$ cat config.mk
export PLATFORM = sky130hd
export DESIGN_NAME = instr_prefetch_queue
export DESIGN_NICKNAME = d
export VERILOG_FILES = /design/src/rtl/instr_prefetch_queue.sv
export SDC_FILE = /design/constraint.sdc
export NUM_CORES = 1
export LEC_CHECK = 0
export ABC_AREA = 1
export CAP_MARGIN = 20
export CORE_AREA = 8 8 235 237
export CTS_CLUSTER_DIAMETER = 60
export CTS_CLUSTER_SIZE = 20
export DETAILED_ROUTE_END_ITERATION = 8
export DIE_AREA = 0 0 243 245
export PLACE_DENSITY_LB_ADDON = 0.25
export SYNTH_ARGS = -nofsm -noshare
export SYNTH_HDL_FRONTEND = slang
export SYNTH_HIERARCHICAL = 1
export SYNTH_SLANG_ARGS = --single-unit
$ cat constraint.sdc
create_clock -name clk -period 4.99 [get_ports clk]
set_clock_uncertainty 0.2 [all_clocks]
set_input_delay 0.998 -clock clk [delete_from_list [all_inputs] [get_ports clk]]
set_output_delay 0.998 -clock clk [all_outputs]
set_load 0.005 [all_outputs]
$ cat src/rtl/instr_prefetch_queue.sv
// Instruction prefetch queue.
// Issues in-order word fetches to a variable-latency instruction memory and
// buffers the returned words, together with their PC, in a small FIFO that
// feeds decode through a valid/ready handshake. A redirect from execute
// flushes the FIFO, restarts fetching at the target and discards every
// response that was still in flight when the redirect happened.

module instr_prefetch_queue_chk #(
    parameter int unsigned DEPTH = 4,
    parameter int unsigned CNT_W = 3,
    parameter int unsigned OUT_W = 2
) (
    input logic             clk,
    input logic             rst,
    input logic             push,
    input logic             pop,
    input logic [CNT_W-1:0] count,
    input logic [OUT_W-1:0] out_cnt,
    input logic [OUT_W-1:0] drop_cnt,
    input logic             rsp_valid
);
    // The credit rule must never let a response land in a full queue.
    a_no_overflow: assert property (@(posedge clk) disable iff (!rst)
        !(push && !pop && (count == CNT_W'(DEPTH))));

    // A response can only answer a request that is still in flight.
    a_rsp_expected: assert property (@(posedge clk) disable iff (!rst)
        !(rsp_valid && (out_cnt == {OUT_W{1'b0}})));

    // Stale responses are a subset of the in-flight requests.
    a_drop_bounded: assert property (@(posedge clk) disable iff (!rst)
        (drop_cnt <= out_cnt));
endmodule

module instr_prefetch_queue #(
    parameter int unsigned DEPTH    = 4,
    parameter int unsigned MAX_OUT  = 2,
    parameter logic [31:0] RESET_PC = 32'h0000_0000
) (
    input  logic                      clk,
    input  logic                      rst,
    input  logic                      redirect_i,
    input  logic [31:0]               redirect_pc_i,
    output logic                      imem_req_valid,
    input  logic                      imem_req_ready,
    output logic [31:0]               imem_req_addr,
    input  logic                      imem_rsp_valid,
    input  logic [31:0]               imem_rsp_data,
    output logic                      instr_valid,
    input  logic                      instr_ready,
    output logic [31:0]               instrD,
    output logic [31:0]               PCD,
    output logic [31:0]               PCplus4D,
    output logic [$clog2(DEPTH):0]    occupancy
);
    localparam int unsigned PTR_W = $clog2(DEPTH);
    localparam int unsigned CNT_W = PTR_W + 1;
    localparam int unsigned OUT_W = $clog2(MAX_OUT + 1);

    // RUN: every response is kept. DRAIN: responses to pre-redirect requests are discarded.
    typedef enum logic [0:0] {
        ST_RUN   = 1'b0,
        ST_DRAIN = 1'b1
    } state_t;

    // Sequential word address; wraps naturally at 2^32.
    function automatic logic [31:0] next_word_pc(input logic [31:0] pc);
        return pc + 32'd4;
    endfunction

    state_t           state_r;
    state_t           state_next_s;
    logic [31:0]      fetch_pc_r;
    logic [31:0]      rsp_pc_r;
    logic [OUT_W-1:0] out_cnt_r;
    logic [OUT_W-1:0] out_cnt_next_s;
    logic [OUT_W-1:0] drop_cnt_r;
    logic [OUT_W-1:0] drop_cnt_next_s;
    logic [CNT_W-1:0] count_r;
    logic [PTR_W-1:0] wr_ptr_r;
    logic [PTR_W-1:0] rd_ptr_r;
    logic [31:0]      mem_pc_r   [DEPTH];
    logic [31:0]      mem_data_r [DEPTH];
    logic [31:0]      credit_sum_s;
    logic             req_valid_s;
    logic             issue_s;
    logic             rsp_keep_s;
    logic             rsp_drop_s;
    logic             head_valid_s;
    logic             push_s;
    logic             pop_s;

    // Request credit check and qualification of all handshakes this cycle.
    always_comb begin
        credit_sum_s = 32'(count_r) + 32'(out_cnt_r);
        req_valid_s  = 1'b0;
        // Every in-flight request owns a queue slot, so a response always finds room.
        if (rst && !redirect_i && (out_cnt_r < OUT_W'(MAX_OUT)) && (credit_sum_s < DEPTH)) begin
            req_valid_s = 1'b1;
        end else begin
            req_valid_s = 1'b0;
        end
        issue_s      = req_valid_s && imem_req_ready;
        rsp_drop_s   = imem_rsp_valid && (state_r == ST_DRAIN);
        rsp_keep_s   = imem_rsp_valid && (state_r == ST_RUN);
        head_valid_s = (count_r != {CNT_W{1'b0}});
        // A redirect cancels any same-cycle push or pop.
        push_s       = rsp_keep_s && !redirect_i;
        pop_s        = head_valid_s && instr_ready && !redirect_i;
    end

    // Next values of the in-flight and stale-response counters.
    always_comb begin
        out_cnt_next_s  = out_cnt_r;
        drop_cnt_next_s = drop_cnt_r;
        if (issue_s && !imem_rsp_valid) begin
            out_cnt_next_s = out_cnt_r + OUT_W'(1);
        end else if (!issue_s && imem_rsp_valid) begin
            out_cnt_next_s = out_cnt_r - OUT_W'(1);
        end else begin
            out_cnt_next_s = out_cnt_r;
        end
        // On redirect every request still in flight (old stale ones included) becomes stale.
        if (redirect_i) begin
            drop_cnt_next_s = out_cnt_next_s;
        end else if (rsp_drop_s) begin
            drop_cnt_next_s = drop_cnt_r - OUT_W'(1);
        end else begin
            drop_cnt_next_s = drop_cnt_r;
        end
    end

    // RUN/DRAIN next-state decision, driven by the stale-response count.
    always_comb begin
        state_next_s = state_r;
        case (state_r)
            ST_RUN: begin
                if (drop_cnt_next_s != {OUT_W{1'b0}}) begin
                    state_next_s = ST_DRAIN;
                end else begin
                    state_next_s = ST_RUN;
                end
            end
            ST_DRAIN: begin
                if (drop_cnt_next_s == {OUT_W{1'b0}}) begin
                    state_next_s = ST_RUN;
                end else begin
                    state_next_s = ST_DRAIN;
                end
            end
            default: begin
                state_next_s = ST_RUN;
            end
        endcase
    end

    // FSM state and request/response bookkeeping registers.
    always_ff @(posedge clk or negedge rst) begin
        if (!rst) begin
            state_r    <= ST_RUN;
            out_cnt_r  <= {OUT_W{1'b0}};
            drop_cnt_r <= {OUT_W{1'b0}};
        end else begin
            state_r    <= state_next_s;
            out_cnt_r  <= out_cnt_next_s;
            drop_cnt_r <= drop_cnt_next_s;
        end
    end

    // Fetch address and the PC tagged onto the next kept response.
    always_ff @(posedge clk or negedge rst) begin
        if (!rst) begin
            fetch_pc_r <= RESET_PC;
            rsp_pc_r   <= RESET_PC;
        end else if (redirect_i) begin
            fetch_pc_r <= redirect_pc_i;
            rsp_pc_r   <= redirect_pc_i;
        end else begin
            if (issue_s) begin
                fetch_pc_r <= next_word_pc(fetch_pc_r);
            end
            if (push_s) begin
                rsp_pc_r <= next_word_pc(rsp_pc_r);
            end
        end
    end

    // Queue storage, pointers and fill level; a redirect empties the queue.
    always_ff @(posedge clk or negedge rst) begin
        if (!rst) begin
            count_r  <= {CNT_W{1'b0}};
            wr_ptr_r <= {PTR_W{1'b0}};
            rd_ptr_r <= {PTR_W{1'b0}};
            for (int i = 0; i < int'(DEPTH); i++) begin
                mem_pc_r[i]   <= 32'h0000_0000;
                mem_data_r[i] <= 32'h0000_0000;
            end
        end else if (redirect_i) begin
            count_r  <= {CNT_W{1'b0}};
            wr_ptr_r <= {PTR_W{1'b0}};
            rd_ptr_r <= {PTR_W{1'b0}};
        end else begin
            if (push_s) begin
                mem_pc_r[wr_ptr_r]   <= rsp_pc_r;
                mem_data_r[wr_ptr_r] <= imem_rsp_data;
                wr_ptr_r             <= wr_ptr_r + PTR_W'(1);
            end
            if (pop_s) begin
                rd_ptr_r <= rd_ptr_r + PTR_W'(1);
            end
            if (push_s && !pop_s) begin
                count_r <= count_r + CNT_W'(1);
            end else if (pop_s && !push_s) begin
                count_r <= count_r - CNT_W'(1);
            end
        end
    end

    // Head entry toward decode; held at zero while the queue is empty.
    always_comb begin
        instrD   = 32'h0000_0000;
        PCD      = 32'h0000_0000;
        PCplus4D = 32'h0000_0000;
        if (head_valid_s) begin
            instrD   = mem_data_r[rd_ptr_r];
            PCD      = mem_pc_r[rd_ptr_r];
            PCplus4D = next_word_pc(mem_pc_r[rd_ptr_r]);
        end else begin
            instrD   = 32'h0000_0000;
            PCD      = 32'h0000_0000;
            PCplus4D = 32'h0000_0000;
        end
    end

    assign imem_req_valid = req_valid_s;
    assign imem_req_addr  = fetch_pc_r;
    assign instr_valid    = head_valid_s;
    assign occupancy      = count_r;

    instr_prefetch_queue_chk #(
        .DEPTH (DEPTH),
        .CNT_W (CNT_W),
        .OUT_W (OUT_W)
    ) u_chk (
        .clk       (clk),
        .rst       (rst),
        .push      (push_s),
        .pop       (pop_s),
        .count     (count_r),
        .out_cnt   (out_cnt_r),
        .drop_cnt  (drop_cnt_r),
        .rsp_valid (imem_rsp_valid)
    );
endmodule
==> metrics.md <==
| Metric | Value |
|---|---|
| Worst hold path class | `input port to async pin` |
| Synthesized area | `17,800 um^2` |
| CTS tree | `built` |
| Die width | `about 240 um` |
| Maximum root-to-sink buffer count | `3` |
| WL final | `57,500 um` |
| Outcome | `complete, no violations` |
| Vias per inst | `~5.1` |
| DP Wirelength | `approximately 40,000 um` |
| DR WL/cell | `17.3 um` |
| Dominant synthesized flop cell | `dfrtp_1` |
| Site row count | `84` |
| Hold Buf Count CTS | `0` |
| Reg-to-Reg Start | `state_r` |
| Area leader, netlist | `dfrtp_1` |
| Main area contributors after synthesis | `dfrtp_1 (47%), nand2_1 (17%), o21ai_0 (9.8%), nor2_1 (6.2%), nand3_1 (3.8%)` |
| Minimum clock period | `roughly 4.7 ns` |
| Vias in the first global route | `about 16,000` |
| Worst-margin pin slew | `between 1 and 1.5 ns` |
| Synth Area in Compound Gates | `0.135` |
| Iteration-0 DRC Markers | `approximately 1,300` |
| Initial core utilization | `0.345` |
| Simple-Gate Fraction of Synth Area | `0.299` |
| Global route total overflow | `0` |
| Critical path class | `register to primary output` |
| Setup TNS | `0 ns` |
| Slew Limit Fails | `0` |
| Tot GR Track Use | `0.186` |
| Leakage | `just under 10 nW` |
| Slew HR | `0.191` |
| Layout cells sized above 1 | `0.0486` |
| Max Freq | `roughly 210 MHz` |
| Max cap viols | `0` |
| First-pass GRT wire length | `between 90,000 and 100,000 um` |
| Ant. Diodes | `0` |
| Post-synth net total | `roughly 2,600` |
| Critical path peak fanout | `54` |
| CTS resizes | `0` |
| Sequential Area | `8310 um^2` |
| Cts bufs inserted | `31` |
| Final ANT Viol Nets | `0` |
| Synth async-reset ratio | `1.00` |
| Initial antenna violation count | `0` |
| Endpoints failing hold | `0` |
| CP required | `3.79 ns` |
| Fin crit share | `0.942` |
| Post-route cell area | `around 21,000 um^2` |
| Routed vias | `approximately 17,000` |
| Sequential-to-total area share from yosys stat | `0.466` |
| Combinational family with the most area after synthesis | `simple AND/OR/NAND/NOR gates` |
| Core area | `roughly 52,000 um^2` |
| Post-route DRC | `0` |
| Chip Height | `between 200 and 250 um` |
| Arrival @ worst endpoint | `3.50 ns` |
| FF-to-FF path depth | `7` |
| Hold slack | `between 0.2 and 0.25 ns` |
| Post-CTS setup buffers | `0` |
| Crit. End Element | `primary output` |
| GP Congestion | `0.895` |
| Adder-cell share of the synthesized area | `0.00673` |
| Worst setup SP type | `register` |
| RSZ-0062 raised after global routing | `no` |
| Number of I/O port buffers | `202` |
| Ports | `slightly above 200` |
| Cell Area, Placed | `~20,000 um^2` |
| Area of the multi-input gates | `approximately 8300 um^2` |
| Xor/xnor cell area share of the yosys netlist | `0.0201` |
| Synth cell types | `39` |
| Number of flops mapped to enable cells by yosys | `0` |
| Ys Warns | `6` |
| Final layout net count | `between 2,000 and 3,000` |
| Area fraction of the dominant cell type after synthesis | `0.466` |
| Final setup fails | `0` |
| Post-Layout Cell Count | `about 3,300` |
| Peak VDD IR | `~0.00031 V` |
| FILL cells | `5,381` |
| Worst reg2reg endpoint | `mem_data_r[28]` |
| Clk_lat worst skew | `0.57 ns` |
| Final WS setup | `around 0.29 ns` |
| Total die area | `59,500 um^2` |
| TritonCTS sink count | `between 300 and 400` |
| Setup WS pre-CTS | `0.932 ns` |
| Flop2flop setup slack | `about 2.3 ns` |
| Mux cell area share after synthesis | `0` |
| Placed Cells | `between 3,000 and 4,000` |
| Largest net degree at the start of global routing | `197` |
| DRT Pass-1 Iters | `7` |
| Layout area overhead | `20.4%` |
| Yosys reg bits | `between 300 and 400` |
| PD cells | `~520 nW/um^2` |
| Avg Inst Size Synth | `between 7 and 8 um^2` |
| Reg clk slew, reported paths | `~0.070 ns` |
| Mapped Cells | `roughly 2,500` |
| H-tree Lvls | `1` |
| Root Driver | `clkbuf_16` |
per-layer routing:
layer	global-route usage	vias up	wire [um]
met1	0.266	8036	27300
met5	0	-	0
met4	0.0474	0	1270
met2	0.296	492	25900
met3	0.0262	78	3130
li1	-	8212	-
cells in the mapped netlist (8+ instances only):
cell type  instances
dfrtp_1          332
nand2_1          813
buf_1             16
nor2_2            17
buf_2             30
nand3_1          134
nor2_1           296
a21oi_1           62
o211ai_1          23
ha_1               8
inv_1            172
nand4_1           23
nor3_1            23
xor2_1            38
nand2_2           10
o21ai_0          351
o221ai_1           8
buf_6              8
clkbuf_1          71
placed cells by master, fill, tap and decap left out, types with 2 or more instances in the layout:
cell	netlist	routed
nand2_1	813	809
o21ai_0	351	351
dfrtp_1	332	330
nor2_1	296	296
clkdlybuf4s50_1	0	200
inv_1	172	171
nand3_1	134	134
a21oi_1	62	62
xor2_1	38	38
clkbuf_16	0	31
o211ai_1	23	23
nand4_1	23	23
nor3_1	23	23
buf_4	6	22
nor2_2	17	17
nand2_2	10	10
o221ai_1	8	8
ha_1	8	8
inv_2	5	6
inv_6	0	6
a31oi_1	5	5
buf_12	0	5
nand2_4	0	4
clkbuf_1	71	4
inv_8	1	3
o21ai_1	3	3
xnor2_1	3	3
nor4_1	3	3
clkinv_4	0	3
clkinv_8	0	3
clkinv_2	0	3
nor2_4	2	2
nor3_2	2	2
a22o_1	2	2
bufinv_16	0	2
clkbuf_8	0	2
cell type report:
cell class | count | share of cell area
repair buffers | 230 | 0.108
inverters | 179 | 0.0316
flip-flops and latches | 332 | 0.387
clock buffers | 37 | 0.0381
well taps | 688 | 0.0401
clock inverters | 20 | 0.0108
multi-input cells | 1834 | 0.384
registers in the layout (all words and copies together) (netlist names):
signal and count:
imem_req_addr 32, wr_ptr_r 2, mem_data_r 128, mem_pc_r 128, out_cnt_r 2, state_r 1
occupancy 3, drop_cnt_r 2, rsp_pc_r 32, rd_ptr_r 2
cell families (layout without fill, tap and decap cells):
kind of cell / Yosys count / count (layout)
AND/OR/NAND/NOR: 1325 / 1325
AO/OA/AOI/OAI: 459 / 459
flip-flops: 332 / 332
buffers and inverters: 311 / 466
XOR/XNOR: 41 / 41
adder cells (fa/ha/maj): 9 / 9
power breakdown:
part	switching, mW	leakage (nW)	total [mW]	internal [mW]
Clock	1.15	0.514	2.47	1.32
Sequential	0.500	4.33	3.96	3.46
Combinational	2.74	5.01	4.68	1.94
per-stage QoR:
step            util  total power, mW
5_1_grt        0.415             12.0
6_report       0.415             11.1
2_1_floorplan      -             6.48
4_1_cts        0.415             11.2
3_3_place_gp   0.394             8.64
3_5_place_dp   0.394             8.72
critical path: stages (launching register included):
cell and delay [ns]:
dfrtp_4 0.58, inv_8 0.28, buf_4 0.34, nand2_1 0.11
nand2_1 0.08, nand2_1 0.05, nand2_1 0.17, nand2_1 0.10
nor2_1 0.13, inv_1 0.06, nor2_1 0.14, nand3_1 0.11
nand2_1 0.07, nand2_1 0.05, nor2_1 0.12, clkdlybuf4s50_1 0.52
worst max-delay path by stage:
stage                           start           end  slack, ns  depth (start not counted)
final                     rd_ptr_r[0]  PCplus4D[26]       0.29                         15
after global routing      rd_ptr_r[0]  PCplus4D[26]       0.02                         15
after CTS                 rd_ptr_r[0]  PCplus4D[26]       0.30                         15
after detailed placement  rd_ptr_r[0]  PCplus4D[26]       0.93                         15
after global placement    rd_ptr_r[1]  PCplus4D[19]       0.90                         13
after floorplan           rd_ptr_r[0]  PCplus4D[26]       1.91                         14
No activity file was read; power rests on OpenSTA's default activity.
